$ cat src/rtl/dvs_event_unpacker.sv
// DVS event unpacker: splits packed address events, derives timestamp deltas,
// and buffers them in a 2-entry output/skid pair with drop/forward statistics.
package dvs_pkg;
  localparam int DVS_X_ADDR_BITS   = 9;
  localparam int DVS_Y_ADDR_BITS   = 9;
  localparam int TIMESTAMP_US_BITS = 16;
endpackage

module dvs_event_unpacker
  import dvs_pkg::*;
#(
  parameter int X_BITS   = DVS_X_ADDR_BITS,
  parameter int Y_BITS   = DVS_Y_ADDR_BITS,
  parameter int TS_BITS  = TIMESTAMP_US_BITS,
  parameter int CNT_BITS = 16
) (
  input  logic                            clk,
  input  logic                            rst,
  input  logic                            clear,
  input  logic                            in_valid,
  output logic                            in_ready,
  input  logic [X_BITS+Y_BITS+TS_BITS:0]  in_event,
  input  logic                            in_filtered,
  output logic                            out_valid,
  input  logic                            out_ready,
  output logic [X_BITS-1:0]               out_x,
  output logic [Y_BITS-1:0]               out_y,
  output logic                            out_pol,
  output logic [TS_BITS-1:0]              out_dt,
  output logic                            out_first,
  output logic [CNT_BITS-1:0]             drop_count,
  output logic [CNT_BITS-1:0]             fwd_count
);

  localparam int EW = X_BITS + Y_BITS + 1 + TS_BITS;
  localparam logic [CNT_BITS-1:0] CNT_MAX = '1;

  typedef enum logic [1:0] {
    S_EMPTY,
    S_ONE,
    S_TWO
  } state_e;

  typedef struct packed {
    logic [X_BITS-1:0]  x;
    logic [Y_BITS-1:0]  y;
    logic               pol;
    logic [TS_BITS-1:0] dt;
    logic               first;
  } ev_t;

  state_e state_q, state_d;
  ev_t    out_q, out_d;
  ev_t    skid_q, skid_d;
  ev_t    new_ev;
  logic   rdy_q;
  logic   first_q, first_d;
  logic [TS_BITS-1:0]  last_ts_q, last_ts_d;
  logic [CNT_BITS-1:0] drop_q, drop_d;
  logic [CNT_BITS-1:0] fwd_q, fwd_d;

  logic               acc;
  logic               acc_fwd;
  logic               acc_drop;
  logic               out_xfer;
  logic               first_now;
  logic [TS_BITS-1:0] in_ts;

  assign acc       = in_valid & rdy_q;
  assign acc_fwd   = acc & ~in_filtered;
  assign acc_drop  = acc & in_filtered;
  assign out_xfer  = (state_q != S_EMPTY) & out_ready;
  assign in_ts     = in_event[TS_BITS-1:0];
  // An event arriving with clear counts as the start of a new history.
  assign first_now = first_q | clear;

  always_comb begin
    new_ev       = '0;
    new_ev.x     = in_event[EW-1 -: X_BITS];
    new_ev.y     = in_event[TS_BITS+1 +: Y_BITS];
    new_ev.pol   = in_event[TS_BITS];
    new_ev.dt    = first_now ? '0 : in_ts - last_ts_q;
    new_ev.first = first_now;
  end

  always_comb begin
    state_d = state_q;
    out_d   = out_q;
    skid_d  = skid_q;
    unique case (state_q)
      S_EMPTY: begin
        if (acc_fwd) begin
          out_d   = new_ev;
          state_d = S_ONE;
        end
      end
      S_ONE: begin
        if (acc_fwd && out_xfer) begin
          out_d = new_ev;
        end else if (acc_fwd) begin
          skid_d  = new_ev;
          state_d = S_TWO;
        end else if (out_xfer) begin
          state_d = S_EMPTY;
        end
      end
      S_TWO: begin
        if (out_xfer) begin
          out_d   = skid_q;
          state_d = S_ONE;
        end
      end
      default: state_d = S_EMPTY;
    endcase
  end

  always_comb begin
    last_ts_d = acc_fwd ? in_ts : last_ts_q;
    first_d   = first_q;
    if (acc_fwd) begin
      first_d = 1'b0;
    end else if (clear) begin
      first_d = 1'b1;
    end
    drop_d = drop_q;
    fwd_d  = fwd_q;
    if (clear) begin
      drop_d = '0;
      fwd_d  = '0;
    end else begin
      if (acc_drop && drop_q != CNT_MAX) begin
        drop_d = drop_q + 1'b1;
      end
      if (acc_fwd && fwd_q != CNT_MAX) begin
        fwd_d = fwd_q + 1'b1;
      end
    end
  end

  always_ff @(posedge clk or posedge rst) begin
    if (rst) begin
      state_q   <= S_EMPTY;
      out_q     <= '0;
      skid_q    <= '0;
      rdy_q     <= 1'b1;
      first_q   <= 1'b1;
      last_ts_q <= '0;
      drop_q    <= '0;
      fwd_q     <= '0;
    end else begin
      state_q   <= state_d;
      out_q     <= out_d;
      skid_q    <= skid_d;
      rdy_q     <= (state_d != S_TWO);
      first_q   <= first_d;
      last_ts_q <= last_ts_d;
      drop_q    <= drop_d;
      fwd_q     <= fwd_d;
    end
  end

  assign in_ready   = rdy_q;
  assign out_valid  = (state_q != S_EMPTY);
  assign out_x      = out_q.x;
  assign out_y      = out_q.y;
  assign out_pol    = out_q.pol;
  assign out_dt     = out_q.dt;
  assign out_first  = out_q.first;
  assign drop_count = drop_q;
  assign fwd_count  = fwd_q;

endmodule

$ cat config.mk
export PLATFORM = sky130hd
export DESIGN_NAME = dvs_event_unpacker
export DESIGN_NICKNAME = d
export VERILOG_FILES = /design/src/rtl/dvs_event_unpacker.sv
export SDC_FILE = /design/constraint.sdc
export NUM_CORES = 1
export LEC_CHECK = 0
export ABC_AREA = 1
export BUFFER_PORTS_ARGS = -buffer_cell sky130_fd_sc_hd__buf_4
export CORE_AREA = 2 2 132 134
export CTS_BUF_LIST = sky130_fd_sc_hd__clkbuf_4
export CTS_CLUSTER_SIZE = 28
export DETAILED_ROUTE_END_ITERATION = 7
export DIE_AREA = 0 0 134 136
export PLACE_DENSITY_LB_ADDON = 0.1
export SLEW_MARGIN = 20
export SYNTH_ARGS = -nofsm -noshare
export SYNTH_HDL_FRONTEND = slang
export SYNTH_SLANG_ARGS = --single-unit
export TNS_END_PERCENT = 50
$ cat constraint.sdc
create_clock -name clk -period 7.6 [get_ports clk]
set_input_delay 1.52 -clock clk [delete_from_list [all_inputs] [get_ports clk]]
set_output_delay 1.52 -clock clk [all_outputs]
set_load 0.03 [all_outputs]
==> results.md <==
* Syn nets at roughly 950
* Comb power frac at a little under a third
* Maximum number of pins on one net before global-route repair at 65
* IO Port Bufs at 110
* WP data arrival at between 4 and 5 ns
* GRT Residual Overflow at 0
* Dpl ws at about 3.2 ns
* Worst Tran Pin Value at approximately 0.9 ns
* Io pins at 111
* Worst-Skew Late Latency at about 0.53 ns
* Commonest non-fill, non-tap cell in the layout: nand2_1
* Post-route antenna net violation count at 0
* Row count at 48
* Post-CTS sizing at 0
* Cells after synthesis at between 800 and 900
* Clock buffer depth at 2
* FF/Latch Area at 3110 sq um
* Iteration-0 DRC Markers at about 360
* Layout Skew at 0.0139 ns
* # Post-CTS Setup Buffers at 0
* Share of power burned in registers at between 40% and 50%
* Vias per cell at around 4.7
* Crit share post-route at 50.1%
* Seq/Total Area, Yosys at about 47%
* Startpoint class of the critical path: input port
* Worst hold path type: reg -> reg
* First-pass GRT wire length at around 27000 um
* # Max-Cap Violations at 0
* Pins Over Slew Limit at 0
* Nets at 1055
* Initial antenna violation count at 1
* Vias at ~6000
* Required time worst endpoint at just over 8 ns
* Clock share of power at between 20% and 30%
* Int Pwr at ~1.3 mW
* Post-CTS Hold Fix Bufs at 0
* DRC at 0
* Gpl congestion at around 0.85
* Fraction of layout cells with a size suffix above 1 at about 16%
* CTS buffer count at 17
* Die width at about 130 um
* Multi-input logic area at 3000 sq um
* Final setup margin at ~3.8 ns
* Minimum clock period at ~3.8 ns
* CTS tree: done
* Peak Freq at about 260 MHz
* Total track usage at between 10% and 20%
* Die ar. at between 15000 and 20000 sq um
* Crit. End Element: register
* Hpwl dp at around 11000 um
* Most frequent cells in the layout: nand2_1 (312), dfrtp_1 (122), buf_4 (114), inv_1 (96), nor2_1 (87)
* Netlist Area Pre-Place at approximately 6600 sq um
* Drt pass-1 iters at 4
* # fillers at 1721
* Synth unique cells at 34
* RSZ-0062 raised after global routing: false
* P per Cell Area at approximately 250 nW/um^2
* Static leakage at 4.08 nW
* Worst Path Max Fanout at 48
* Synthesis-to-finish area growth at 20.0%
* Slew HR at 39.9%
* Yosys warns at 0
* Core area at 16900 sq um
* Number of synthesized register bits at approximately 120
* Root buf cell: clkbuf_4
* Clock-pin slew on the worst setup and hold paths at 0.12 ns
* Syn Area/Cell at 7.43 sq um
* Final hold vios at 0
* WL final at about 16000 um
* Switching Power at ~0.73 mW
* Setup TNS at 0 ns
* Initial Util at 39.3%
* Per-cell routed wire length at between 10 and 15 um
* Sink Count at roughly 120
* Status: finished, final reports clean
* Net Sw Frac at a little over a third
* H-tree lvl count at 4
* Crit Path Class: in -> reg
* Number of global-route vias before repair at around 5400
* Setup violations, final at 0
* Worst VDD drop at around 130 uV
* Die Y-Extent at roughly 140 um
==> cells in the mapped netlist <==
cell	number	share of area (%)
nand2_1	312	18
dfrtp_1	122	46
inv_1	97	5.5
nor2_1	88	5.0
o21ai_0	50	3.8
nand3_1	43	3.2
a21oi_1	26	2.0
a31oi_1	22	2.1
ha_1	18	3.4
nor3_1	18	1.4
buf_2	14	1.1
clkbuf_1	14	0.79
nand4_1	13	1.2
o21ai_1	9	0.68
xor2_1	8	1.1
o31ai_1	6	0.68
inv_2	5	0.28
nand3b_1	5	0.57
buf_6	2	0.34
dfstp_2	2	0.79
nand2_2	2	0.19
nor2_2	2	0.19
nor4_1	2	0.19
o21a_1	2	0.23
or2_2	2	0.19
a21o_1	1	0.11
a21oi_2	1	0.13
and2_1	1	0.094
buf_1	1	0.057
fa_1	1	0.30
nor2_4	1	0.17
nor4_4	1	0.32
o21ai_4	1	0.25
xnor2_1	1	0.13
==> critical path, cell delays in order <==
cell     delay (ns)
buf_4          0.08
nand2_1        0.09
nor2_4         0.56
inv_2          0.15
nand2_1        0.12
nand2_1        0.51
inv_2          0.81
o21ai_0        0.20
a21o_1         0.19
nand2_1        0.05
==> kinds of logic after synthesis <==
logic type	Yosys count	share of synthesized area [%]
xor+xnor	9	1.19
flops	124	46.8
compound gates	118	9.89
simple gates	490	30.4
buf+inv	133	8.02
fa+ha+maj	19	3.70
==> per-layer routing <==
| metal | global-route usage [%] | wire [um] | up-vias |
|---|---|---|---|
| met5 | 0 | 0 | - |
| met4 | 5.91 | 175 | 0 |
| met3 | 3.65 | 589 | 11 |
| met2 | 29.7 | 7580 | 102 |
| met1 | 25.4 | 7770 | 2680 |
| li1 | - | - | 3061 |
==> cell type report <==
| cell class | instances | share of cell area, % |
|---|---|---|
| diodes | 1 | 0.0314 |
| clock buffers | 19 | 1.79 |
| clock inverters | 13 | 2.39 |
| inverters | 102 | 4.84 |
| multi-input cells | 636 | 37.6 |
| flip-flops and latches | 124 | 39.0 |
| well taps | 225 | 3.54 |
| repair buffers | 114 | 10.8 |
==> per-stage QoR <==
step	utilization (%)	cells	power [mW]	area (sq um)	hold slack, ns
final	47.2	1234	2.02	7960	0.482
after global routing	47.2	1234	2.16	7960	0.502
after CTS	47.2	1233	2.05	7960	0.485
after detailed placement	45.2	1201	1.51	7620	0.459
after global placement	45.2	1201	1.50	7620	0.454
after floorplan	-	893	1.30	6630	0.442
==> power groups by stage <==
stage	Clock, mW	Sequential, mW	Combinational (mW)
floorplan	0	0.998	0.298
global placement	0	0.891	0.606
detailed placement	0	0.890	0.615
CTS	0.557	0.877	0.616
global route	0.582	0.896	0.683
finish	0.535	0.876	0.606
==> registers in the layout, summed over array words and instances, names as in the netlist <==
signal	cells
out_x	9
state_q	2
out_first	1
out_dt	16
drop_count	16
out_pol	1
fwd_count	16
last_ts_q	16
out_y	9
in_ready	1
skid_q	36
first_q	1
==> final timing paths <==
kind,slack (ns),cells after the start,start,to
setup reg to reg,4.28,9,in_ready$_DFF_PP1_,out_dt[6]$_DFFE_PP0P_
setup / recovery,3.79,10,in_valid,out_dt[6]$_DFFE_PP0P_
max in group asynchronous,5.16,3,rst,last_ts_q[14]$_DFFE_PP0P_
hold / removal,0.48,2,skid_q[17]$_DFFE_PP0P_,skid_q[17]$_DFFE_PP0P_
min in group asynchronous,1.10,2,rst,out_x[4]$_DFFE_PP0P_
hold reg to reg,0.48,2,skid_q[17]$_DFFE_PP0P_,skid_q[17]$_DFFE_PP0P_
(Power assumes the default switching activity.)
